==> config.mk <==
export PLATFORM = sky130hd
export DESIGN_NAME = adder_vec_seq
export DESIGN_NICKNAME = d
export VERILOG_FILES = /design/src/rtl/adder_pkg.sv /design/src/rtl/vec_mem.sv /design/src/rtl/adder_vec_seq.sv
export SDC_FILE = /design/constraint.sdc
export NUM_CORES = 1
export LEC_CHECK = 0
export BUFFER_PORTS_ARGS = -buffer_cell sky130_fd_sc_hd__buf_2
export CORE_MARGIN = 2
export CORE_UTILIZATION = 45
export DETAILED_ROUTE_END_ITERATION = 8
export PLACE_DENSITY = 0.71
export REMOVE_ABC_BUFFERS = 1
export SYNTH_ARGS = -nofsm -noshare
export SYNTH_HDL_FRONTEND = slang
export SYNTH_SLANG_ARGS = --single-unit
==> constraint.sdc <==
create_clock -name clk -period 4.3 [get_ports clk]
set_input_delay 0.86 -clock clk [delete_from_list [all_inputs] [get_ports clk]]
set_output_delay 0.86 -clock clk [all_outputs]
set_load 0.01 [all_outputs]
==> src/rtl/adder_pkg.sv <==
// ============================================================================
// Module : adder_pkg
// Brief  : Shared FSM state encoding and vector-width helper for adder_vec_seq
// Rev    : 1.0 - initial release
// ============================================================================
`default_nettype none

package adder_pkg;

    typedef enum logic [2:0] {
        S_IDLE    = 3'd0,
        S_DRIVE   = 3'd1,
        S_WAIT    = 3'd2,
        S_CAPTURE = 3'd3,
        S_FINISH  = 3'd4
    } state_t;

    // A stored vector is {a, b, cin}.
    function automatic int vec_width(input int width);
        return 2 * width + 1;
    endfunction

endpackage

`default_nettype wire

==> src/rtl/vec_mem.sv <==
// ============================================================================
// Module : vec_mem
// Brief  : Vector memory, synchronous write and combinational read, no reset
// Rev    : 1.0 - initial release
// ============================================================================
`default_nettype none

module vec_mem #(
    parameter int DEPTH = 8,
    parameter int WIDTH = 3
) (
    input  logic                     clk,
    input  logic                     i_we,
    input  logic [$clog2(DEPTH)-1:0] i_waddr,
    input  logic [WIDTH-1:0]         i_wdata,
    input  logic [$clog2(DEPTH)-1:0] i_raddr,
    output logic [WIDTH-1:0]         o_rdata
);

    logic [WIDTH-1:0] r_mem [DEPTH];

    always_ff @(posedge clk) begin
        if (i_we) begin
            r_mem[i_waddr] <= i_wdata;
        end
    end

    assign o_rdata = r_mem[i_raddr];

endmodule

`default_nettype wire

==> src/rtl/adder_vec_seq.sv <==
// ============================================================================
// Module : adder_vec_seq
// Brief  : Plays stored {a,b,cin} vectors into an external adder and captures
//          each {y,x} response after a fixed settle time
// Rev    : 1.0 - initial release
// ============================================================================
`default_nettype none

module adder_vec_seq
    import adder_pkg::*;
#(
    parameter int WIDTH  = 1,
    parameter int DEPTH  = 8,
    parameter int SETTLE = 2
) (
    input  logic                       clk,
    input  logic                       rst,
    input  logic                       ld_en,
    input  logic [$clog2(DEPTH)-1:0]   ld_addr,
    input  logic [2*WIDTH:0]           ld_data,
    input  logic                       start,
    input  logic [$clog2(DEPTH):0]     num_vec,
    output logic [WIDTH-1:0]           a,
    output logic [WIDTH-1:0]           b,
    output logic                       cin,
    input  logic [WIDTH-1:0]           x,
    input  logic                       y,
    output logic                       res_valid,
    output logic [$clog2(DEPTH)-1:0]   res_idx,
    output logic [WIDTH:0]             res_data,
    output logic                       busy,
    output logic                       done
);

    localparam int             AW      = $clog2(DEPTH);
    localparam int             VW      = vec_width(WIDTH);
    localparam logic [AW:0]    c_depth = (AW+1)'(DEPTH);

    state_t          r_state;
    logic [AW:0]     r_idx;
    logic [AW:0]     r_len;
    logic [3:0]      r_cnt;
    logic [VW-1:0]   w_rd_data;
    logic [AW:0]     w_len;
    logic [AW:0]     w_next_idx;
    logic            w_wr_en;

    // Writes are only honoured while idle so a running sequence sees fixed data.
    assign w_wr_en    = ld_en && (r_state == S_IDLE);
    assign w_len      = (num_vec > c_depth) ? c_depth : num_vec;
    assign w_next_idx = r_idx + 1'b1;

    vec_mem #(
        .DEPTH (DEPTH),
        .WIDTH (VW)
    ) u_vec_mem (
        .clk     (clk),
        .i_we    (w_wr_en),
        .i_waddr (ld_addr),
        .i_wdata (ld_data),
        .i_raddr (r_idx[AW-1:0]),
        .o_rdata (w_rd_data)
    );

    always_ff @(posedge clk or posedge rst) begin
        if (rst) begin
            r_state   <= S_IDLE;
            r_idx     <= '0;
            r_len     <= '0;
            r_cnt     <= '0;
            a         <= '0;
            b         <= '0;
            cin       <= 1'b0;
            res_valid <= 1'b0;
            res_idx   <= '0;
            res_data  <= '0;
            busy      <= 1'b0;
            done      <= 1'b0;
        end else begin
            res_valid <= 1'b0;
            done      <= 1'b0;
            case (r_state)
                S_IDLE: begin
                    if (start) begin
                        r_idx   <= '0;
                        r_len   <= w_len;
                        busy    <= 1'b1;
                        r_state <= (num_vec != '0) ? S_DRIVE : S_FINISH;
                    end
                end
                S_DRIVE: begin
                    {a, b, cin} <= w_rd_data;
                    r_cnt       <= 4'(SETTLE - 1);
                    r_state     <= S_WAIT;
                end
                S_WAIT: begin
                    if (r_cnt == 4'd0) begin
                        r_state <= S_CAPTURE;
                    end else begin
                        r_cnt <= r_cnt - 4'd1;
                    end
                end
                S_CAPTURE: begin
                    res_data  <= {y, x};
                    res_idx   <= r_idx[AW-1:0];
                    res_valid <= 1'b1;
                    // The index is one bit wider than the address so it never wraps.
                    r_idx     <= w_next_idx;
                    r_state   <= (w_next_idx < r_len) ? S_DRIVE : S_FINISH;
                end
                S_FINISH: begin
                    done    <= 1'b1;
                    busy    <= 1'b0;
                    r_state <= S_IDLE;
                end
                default: begin
                    busy    <= 1'b0;
                    r_state <= S_IDLE;
                end
            endcase
        end
    end

endmodule

`default_nettype wire

==> results.md, run 1 <==
- Status: completed
- Lkg Pwr: 0.00106 uW
- DRC viols: 0
- Area after DPL: 0.00241 mm2
- # nets final: 230
- Layout Skew: 0.00698 ns
- Initial antenna violation count: 0
- # hold bufs at CTS: 0
- Sw Ratio: 0.355
- Clk root buf: clkbuf_8
- Int Pwr: ~1100 uW
- Critical Path RT: around 4.5 ns
- DR WL/cell: 13.6 um
- Final setup fails: 0
- Seq pwr share: 0.449
- Die X: 74.3 um
- HP Class: reg -> reg
- Vias in the first global route: roughly 1300
- Syn Inst Count: 181
- Reg clk slew, reported paths: 0.09 ns
- Total GRT Usage: 0.154
- Max Freq: between 400 and 500 MHz
- Predominant post-synthesis flop cell: dfrtp_1
- Grt ovf: 0
- Setup TNS: 0 ns
- Post-CTS resize count: 0
- Syn Area/Cell: 12.3 um2
- Psw: 595 uW
- Number of max-cap violations: 0
- Largest net degree at the start of global routing: 27
- First-pass GRT wire length: 6.18 mm
- Slew headroom: 0.355
- Initial Utilization: 0.467
- Ys async rst share: 0.520
- Most frequent cells in the layout: nand2_1 (27), dfrtp_1 (26), buf_2 (26), edfxtp_1 (24), nor2_1 (18)
- Syn Std Cell Area: 0.00222 mm2
- Core area: around 0.0048 mm2
- TritonRoute pass-1 iters: 6
- Share of layout cells above drive strength 1: 0.230
- Die H: 74.3 um
- H-tree depth: 2
- Final HPWL DP: 2.67 mm
- Clock sink count: 50
- Pwr dens: 664 mW/mm2
- DR iter-0 viols: between 150 and 200
- Top fanout value on the critical path: 12
- Antenna Nets Post-Route: 0
- Max VDD drop: 0.278 mV
- Fin area: 0.00252 mm2
- Final WL: 3.76 mm
- Final hold vios: 0
- CP Launch Type: register
- Die area: 0.00551 mm2
- Clk_lat worst skew: 0.30 ns
- CTS tree: built
- Row Count: 25
- Buffer count from post-CTS setup fixing: 0
- Finished Layout Cells: 276
- Area Overhead vs Synth: 13.5%
- Count of state elements after synthesis: 50
- DR vias/cell: about 5
- CP Class: reg -> reg
- Yosys warns: 0
- Fin crit share: 0.476
- GP Congestion: 0.764
- Most common cell after layout, fill and taps aside: nand2_1
- Slew Viols, Final: 0
- Worst EP arrival: 2.28 ns
- Sequential element share of the synthesized area: 0.617
- Clock Path Buffers: 2
- Post-synth EDFFs: 24
- Worst-Margin Slew: slightly below 1 ns
- Synth unique cells: 36
- RSZ-0062 raised after global routing: no
- IO Port Bufs: 26
- Cells after DPL: 268
- Via count: 1381
- Diodes inserted: 0
- Clock share of power: 0.198
- Worst setup EP type: register
- I/O Pins: 27
- Fin crit period: 2.05 ns
- Combinational power share: 0.353
- Num CTS Buffers: 5
-- routing by layer --
layer  vias up  wire length [um]  GRT usage
li1        692                 -          -
met1       660              1690      0.196
met2        25              1900      0.252
met3         4               140     0.0569
met4         0                35     0.0417
met5         -                 0          0
-- final cells by class --
class                   instances  area, um2
fillers                       421       2230
well taps                      67       83.8
multi-input cells             116        788
clock inverters                 3       43.8
repair buffers                 26        130
flip-flops and latches         50       1370
clock buffers                   5       68.8
inverters                       9       33.8
-- kinds of logic after synthesis --
| kind of cell | count (synthesis) | synth area share |
|---|---|---|
| XOR/XNOR | 5 | 0.0197 |
| buffers and inverters | 15 | 0.0276 |
| AND/OR/NAND/NOR | 75 | 0.165 |
| flip-flops | 50 | 0.617 |
| AO/OA/AOI/OAI | 20 | 0.0569 |
| adder cells (fa/ha/maj) | 6 | 0.0338 |
| multiplexers | 10 | 0.0794 |
-- power by group through the flow --
| stage | combinational (uW) | sequential [uW] | clock (uW) |
|---|---|---|---|
| 2_1_floorplan | 431 | 758 | 0 |
| 3_3_place_gp | 580 | 760 | 0 |
| 3_5_place_dp | 591 | 766 | 0 |
| 4_1_cts | 599 | 755 | 337 |
| 5_1_grt | 669 | 779 | 357 |
| 6_report | 590 | 751 | 331 |
-- Yosys cell counts, drive strengths merged, types with 2 or more instances --
| cell type | instances | area share |
|---|---|---|
| mux4 | 6 | 0.061 |
| ha | 6 | 0.034 |
| buf | 5 | 0.011 |
| and2 | 2 | 0.0068 |
| nand3 | 7 | 0.016 |
| nor3b | 2 | 0.0090 |
| nand2b | 6 | 0.017 |
| mux2i | 3 | 0.014 |
| edfxtp | 24 | 0.32 |
| nand2 | 27 | 0.046 |
| o21ai | 7 | 0.016 |
| nor3 | 7 | 0.018 |
| nor2 | 18 | 0.030 |
| inv | 9 | 0.015 |
| xor2 | 3 | 0.012 |
| nand3b | 2 | 0.0068 |
| a21oi | 8 | 0.018 |
| dfrtp | 26 | 0.29 |
| xnor2 | 2 | 0.0079 |
-- critical path, cell delays in order (launching register included) --
cell	delay, ns
dfrtp_1	0.69
ha_1	0.34
ha_1	0.27
a21bo_1	0.18
a21oi_1	0.17
nand4_1	0.14
a31oi_2	0.19
-- final timing paths --
check | from | to | slack (ns) | cells past startpoint
setup / recovery | r_idx[0]$_DFFE_PP0P_ | r_state[2]$_DFFE_PP0P_ | 2.25 | 6
hold / removal | res_idx[1]$_DFFE_PP0P_ | res_idx[1]$_DFFE_PP0P_ | 0.49 | 2
setup reg to reg | r_idx[0]$_DFFE_PP0P_ | r_state[2]$_DFFE_PP0P_ | 2.25 | 6
hold reg to reg | res_idx[1]$_DFFE_PP0P_ | res_idx[1]$_DFFE_PP0P_ | 0.49 | 2
max in group asynchronous | rst | r_len[1]$_DFFE_PP0P_ | 2.95 | 2
min in group asynchronous | rst | res_valid$_DFF_PP0_ | 0.76 | 2
-- state kept, by name (all words and copies together), names as in the netlist --
register and count:
res_valid 1, res_idx 3, busy 1, r_cnt 4, res_data 2, r_state 3, u_vec_mem.r_mem 24, r_idx 4
cin 1, r_len 4, b 1, a 1, done 1
-- metrics by stage --
step                utilization  power [uW]  setup slack [ns]  hold WS [ns]
finish                    0.530        1670              2.25         0.486
global route              0.530        1810              2.06         0.514
CTS                       0.530        1690              2.23         0.491
detailed placement        0.506        1360              2.24         0.468
global placement          0.506        1340              2.30         0.456
floorplan                     -        1190              2.43         0.456
No activity file was read; power rests on OpenSTA's default activity.
==> run 2: changes to the inputs <==
- PLACE_DENSITY: 0.71 -> 0.74
- clock period: 4.3 -> 1.8 ns (I/O delays scaled with it)
==> run 2 against run 1 <==
Against the previous run: first-iteration DRC count shrank 60%; total power grew to 2.5 times the previous value; sequential cell count is the same; design area increased by 4.9%; sequential share of layout area fell by 2.5 points; non-clock buffer count up 14; largest cell class unchanged.
==> results.md, run 2 (synthesized netlist as in run 1, its figures left out) <==
- Status: completed (unchanged)
- Clk_lat worst skew: 0.30 ns (about the same)
- Row Count: 25 (unchanged)
- Critical Path RT: 2.02 ns (was 4.53 ns)
- Num CTS Buffers: 5 (unchanged)
- Final HPWL DP: 2.83 mm (was 2.67 mm)
- Number of max-cap violations: 0 (unchanged)
- Setup WS post-layout: 0.0308 ns (was 2.25 ns)
- Clock sink count: 50 (unchanged)
- DRC viols: 0 (unchanged)
- Fin crit share: 0.983 (was 0.476)
- DR vias/cell: 4.98 (was 5.00)
- Die area: 0.00551 mm2 (unchanged)
- Via count: 1445 (was 1381)
- Worst EP arrival: 1.99 ns (was 2.28 ns)
- Core area: 0.00475 mm2 (unchanged)
- Max VDD drop: 0.726 mV (was 0.278 mV)
- Initial Utilization: 0.467 (unchanged)
- Vias in the first global route: 1351 (was 1330)
- Initial antenna violation count: 0 (unchanged)
- CTS tree: built (unchanged)
- Final hold vios: 0 (unchanged)
- HP Class: in -> async (was reg -> reg)
- Biggest register: u_vec_mem.r_mem (unchanged)
- Pwr dens: 1590 mW/mm2 (was 664 mW/mm2)
- CP Launch Type: register (unchanged)
- Grt ovf: 0 (unchanged)
- Diodes inserted: 0 (unchanged)
- Area Overhead vs Synth: 19.0% (was 13.5%)
- Share of layout cells above drive strength 1: 0.300 (was 0.230)
- Fill count: 401 (was 421)
- I/O Pins: 27 (unchanged)
- Max reg flops: 24 (unchanged)
- Layout Skew: 0.00595 ns (was 0.00698 ns)
- Worst setup EP type: register (unchanged)
- DR WL/cell: 13.0 um (was 13.6 um)
- TritonRoute pass-1 iters: 4 (was 6)
- DR iter-0 viols: 62 (was 154)
- Clock Path Buffers: 2 (unchanged)
- Largest net degree at the start of global routing: 27 (unchanged)
- H-tree depth: 2 (unchanged)
- Final WL: 3.78 mm (was 3.76 mm)
- Final setup fails: 0 (unchanged)
- Worst-Margin Slew: 0.410 ns (was 0.967 ns)
- Clk root buf: clkbuf_8 (unchanged)
- Fin crit period: 1.77 ns (was 2.05 ns)
- # hold bufs at CTS: 0 (unchanged)
- Flip-flop and latch area: 0.00137 mm2 (unchanged)
- Max Freq: 565 MHz (was 488 MHz)
- Cells after DPL: 280 (was 268)
- Most frequent cells in the layout: nand2_1 (27), dfrtp_1 (26), buf_2 (26), edfxtp_1 (24), nor2_1 (18) (unchanged)
- Finished Layout Cells: 290 (was 276)
- # nets final: 244 (was 230)
- Setup WS pre-CTS: 0.0307 ns (was 2.24 ns)
- Lkg Pwr: 0.00113 uW (was 0.00106 uW)
- Reg clk slew, reported paths: 0.10 ns (was 0.09 ns)
- Total GRT Usage: 0.156 (was 0.154)
- Antenna Nets Post-Route: 0 (unchanged)
- Multi-input logic area: 802 um2 (was 788 um2)
- Setup TNS: 0 ns (unchanged)
- Top fanout value on the critical path: 4 (was 12)
- Slew Viols, Final: 0 (unchanged)
- Most common cell after layout, fill and taps aside: nand2_1 (unchanged)
- Die H: 74.3 um (unchanged)
- RSZ-0062 raised after global routing: yes (was no)
- CP Class: reg -> reg (unchanged)
- First-pass GRT wire length: 6.27 mm (was 6.18 mm)
- IO Port Bufs: 26 (unchanged)
- Slew headroom: 0.726 (was 0.355)
- GP Congestion: 0.756 (was 0.764)
- Min Hold Slack: 0.0866 ns (was 0.486 ns)
- Die X: 74.3 um (unchanged)
==> run 2: path summary, 6_finish.rpt <==
path                                          from                       to  slack (ns)  cells past startpoint
setup reg to reg              r_cnt[0]$_DFFE_PP0P_   r_state[0]$_DFFE_PP0P_        0.03                      6
hold reg to reg            res_data[0]$_DFFE_PP0P_  res_data[0]$_DFFE_PP0P_        0.47                      2
max in group asynchronous                      rst     r_len[1]$_DFFE_PP0P_        1.46                      3
hold / removal                                 rst   res_idx[2]$_DFFE_PP0P_        0.09                      3
setup / recovery              r_cnt[0]$_DFFE_PP0P_   r_state[0]$_DFFE_PP0P_        0.03                      6
min in group clk                                 x  res_data[0]$_DFFE_PP0P_        0.25                      3
==> run 2: critical path, stage by stage (launching register included) <==
cell	delay [ns]
dfrtp_1	0.41
inv_2	0.07
ha_1	0.13
or3b_4	0.39
and2_4	0.16
or3_4	0.38
a211oi_2	0.16
==> run 2: timing repair <==
action / 4_1_cts / 5_1_grt
gates resized for setup: 0 / 5
setup buffers: 0 / 2
setup endpoints to repair: 0 / 2
==> run 2: through the flow <==
stage | util | total power (uW) | cell area [um2]
floorplan | - | 2840 | 2190
global placement | 0.525 | 3310 | 2500
detailed placement | 0.525 | 3370 | 2500
CTS | 0.550 | 4170 | 2610
global route | 0.556 | 4550 | 2640
finish | 0.556 | 4200 | 2640
==> run 2: cell type report <==
type                       instances  share of cell area
clock buffer                       5              0.0260
clock inverter                     3              0.0180
inverter                           9              0.0128
multi-input combinational        116               0.304
sequential                        50               0.519
tap                               67              0.0317
timing repair buffer              40              0.0890
==> run 2: power by group <==
group / internal, uW / switching, uW / total (uW)
clock: 424 / 380 / 804
combinational: 834 / 925 / 1760
sequential: 1480 / 160 / 1640
==> run 2: metal layers <==
layer,vias up,wire length [um],GRT usage
met4,0,34,0.0595
met3,2,170,0.0447
met5,-,0,0
li1,718,-,-
met2,36,1840,0.247
met1,689,1730,0.206
==> run 3: changes to the inputs <==
- CORE_UTILIZATION: 45 -> 40
- PLACE_DENSITY: 0.74 -> 0.68
==> run 3 against run 2 <==
Against the previous run: the run now ends with negative setup slack left; clock skew grew 0.0016 ns; sequential cell count unchanged; clock power grew 16%; total power increased by 6.1%; sequential share of layout area is 1.4 points lower; combinational power increased by 7%; highest routed layer unchanged.
==> results.md, run 3 (synthesized netlist as in run 1, its figures left out) <==
- Status: finished, violations left (was completed)
- Violated checks: negative setup slack
- Number of max-cap violations: 0 (unchanged)
- Pwr dens: 1640 mW/mm2 (was 1590 mW/mm2)
- # hold bufs at CTS: 0 (unchanged)
- Most frequent cells in the layout: nand2_1 (27), dfrtp_1 (26), buf_2 (26), edfxtp_1 (24), buf_4 (20) (was nand2_1 (27), dfrtp_1 (26), buf_2 (26), edfxtp_1 (24), nor2_1 (18))
- IO Port Bufs: 26 (unchanged)
- CTS tree: built (unchanged)
- Vias in the first global route: 1457 (was 1351)
- GP Congestion: 0.742 (was 0.756)
- Worst-Margin Slew: 0.460 ns (was 0.410 ns)
- DR vias/cell: 4.89 (was 4.98)
- CP Launch Type: register (unchanged)
- CP Class: reg -> reg (unchanged)
- Core area: 0.00544 mm2 (was 0.00475 mm2)
- Max reg flops: 24 (unchanged)
- RSZ-0062 raised after global routing: yes (unchanged)
- FF-to-FF Start: r_cnt[1]$_DFFE_PP0P_ (was r_cnt[0]$_DFFE_PP0P_)
- Die H: 78.5 um (was 74.3 um)
- Area after DPL: 0.00253 mm2 (was 0.00250 mm2)
- Grt ovf: 0 (unchanged)
- Worst EP arrival: 2.06 ns (was 1.99 ns)
- Final WL: 4.10 mm (was 3.78 mm)
- Initial antenna violation count: 0 (unchanged)
- Largest net degree at the start of global routing: 27 (unchanged)
- Lkg Pwr: 0.00117 uW (was 0.00113 uW)
- Top fanout value on the critical path: 3 (was 4)
- Num CTS Buffers: 5 (unchanged)
- Biggest register: u_vec_mem.r_mem (unchanged)
- Die X: 78.5 um (was 74.3 um)
- First-pass GRT wire length: 6.58 mm (was 6.27 mm)
- Die area: 0.00616 mm2 (was 0.00551 mm2)
- Clock sink count: 50 (unchanged)
- Reg clk slew, reported paths: 0.09 ns (was 0.10 ns)
- Worst setup EP type: register (unchanged)
- Initial Utilization: 0.408 (was 0.467)
- Clk_lat worst skew: 0.30 ns (about the same)
- TritonRoute pass-1 iters: 4 (unchanged)
- H-tree depth: 2 (unchanged)
- Via count: 1472 (was 1445)
- Final hold vios: 0 (unchanged)
- Critical Path RT: 2.02 ns (about the same)
- Fin crit share: 1.02 (was 0.983)
- Slew Viols, Final: 0 (unchanged)
- Setup TNS: -0.0343 ns (was 0 ns)
- Area Overhead vs Synth: 22.4% (was 19.0%)
- Share of layout cells above drive strength 1: 0.314 (was 0.300)
- Fin area: 0.00272 mm2 (was 0.00264 mm2)
- HP Class: in -> async (unchanged)
- Max VDD drop: 0.736 mV (was 0.726 mV)
- DRC viols: 0 (unchanged)
- Layout Skew: 0.00759 ns (was 0.00595 ns)
- Fin crit period: 1.83 ns (was 1.77 ns)
- Antenna Nets Post-Route: 0 (unchanged)
- I/O Pins: 27 (unchanged)
- Clk root buf: clkbuf_8 (unchanged)
- Final setup fails: 1 (was 0)
- Final HPWL DP: 2.93 mm (was 2.83 mm)
- Diodes inserted: 0 (unchanged)
- # nets final: 250 (was 244)
- Slew headroom: 0.690 (was 0.726)
- Max Freq: 545 MHz (was 565 MHz)
- Clock Path Buffers: 2 (unchanged)
- Min Hold Slack: 0.0870 ns (was 0.0866 ns)
- Reg2Reg Depth: 6 (unchanged)
- DR WL/cell: 13.6 um (was 13.0 um)
- Critical R2R Capture: r_state[0]$_DFFE_PP0P_ (unchanged)
- DR iter-0 viols: 87 (was 62)
- Most common cell after layout, fill and taps aside: nand2_1 (unchanged)
- Row Count: 27 (was 25)
- Fill count: 490 (was 401)
- Setup WS post-layout: -0.0343 ns (was 0.0308 ns)
- Total GRT Usage: 0.139 (was 0.156)
- R2R Setup Slk: -0.03 ns (was 0.03 ns)
run 3: cell count changes in the layout (fill, tap and decap cells not counted):
cell	previous run	this run
xor2_2	1	0
ha_4	0	1
buf_4	14	20
inv_6	2	0
bufinv_16	1	2
ha_2	1	0
xor2_1	2	3
clkinv_4	0	1
run 3: worst max-delay path by stage:
stage / from / to / slack [ns] / cells past startpoint
global placement: r_cnt[1]$_DFFE_PP0P_ / r_state[0]$_DFFE_PP0P_ / 0.09 / 6
finish: r_cnt[1]$_DFFE_PP0P_ / r_state[0]$_DFFE_PP0P_ / -0.03 / 6
detailed placement: r_cnt[1]$_DFFE_PP0P_ / r_state[0]$_DFFE_PP0P_ / 0.02 / 6
global route: r_cnt[1]$_DFFE_PP0P_ / r_state[0]$_DFFE_PP0P_ / -0.1 / 6
CTS: r_cnt[0]$_DFFE_PP0P_ / r_state[0]$_DFFE_PP0P_ / 0.008 / 6
floorplan: r_idx[0]$_DFFE_PP0P_ / r_state[2]$_DFFE_PP0P_ / -0.07 / 6
run 3: where the power goes:
part	switching [uW]	leakage, uW	total [uW]	internal, uW
clock network	373	0.0000683	929	557
registers	164	0.000544	1640	1480
logic	978	0.000559	1890	911
total	1510	0.00117	4460	2940
run 3: what timing repair did:
action	in CTS	in global routing
setup endpoints to repair	1	2
resized for setup	1	4
buffers inserted	0	5
pin swaps	0	3
run 3: layout make-up:
type | instances | area [um2] | share of cell area
sequential | 50 | 1370 | 0.505
timing repair buffer | 46 | 280 | 0.103
clock buffer | 5 | 68.8 | 0.0253
tap | 72 | 90.1 | 0.0331
multi-input combinational | 116 | 805 | 0.296
inverter | 9 | 33.8 | 0.0124
clock inverter | 3 | 68.8 | 0.0253
run 3: metrics by stage:
| step | total power [uW] | setup WS, ns | utilization | std cells |
|---|---|---|---|---|
| 5_1_grt | 4790 | -0.0956 | 0.500 | 301 |
| 2_1_floorplan | 2840 | -0.0677 | - | 175 |
| 3_3_place_gp | 3380 | 0.0934 | 0.464 | 288 |
| 4_1_cts | 4380 | 0.00800 | 0.490 | 296 |
| 3_5_place_dp | 3430 | 0.0180 | 0.464 | 288 |
| 6_report | 4460 | -0.0343 | 0.500 | 301 |
run 3: critical path: stages, from the launching register on:
cell	delay [ns]
dfrtp_1	0.40
inv_2	0.09
ha_4	0.12
or3b_4	0.38
and2_4	0.16
or3_4	0.39
a211oi_2	0.21
run 3: metal layers:
layer  global-route usage  vias to the layer above  part of all wire
met5                    0                        -                 0
met4               0.0421                        0            0.0093
met3               0.0287                        5             0.028
met2                0.247                       20              0.53
met1                0.169                      719              0.43
li1                     -                      728                 -
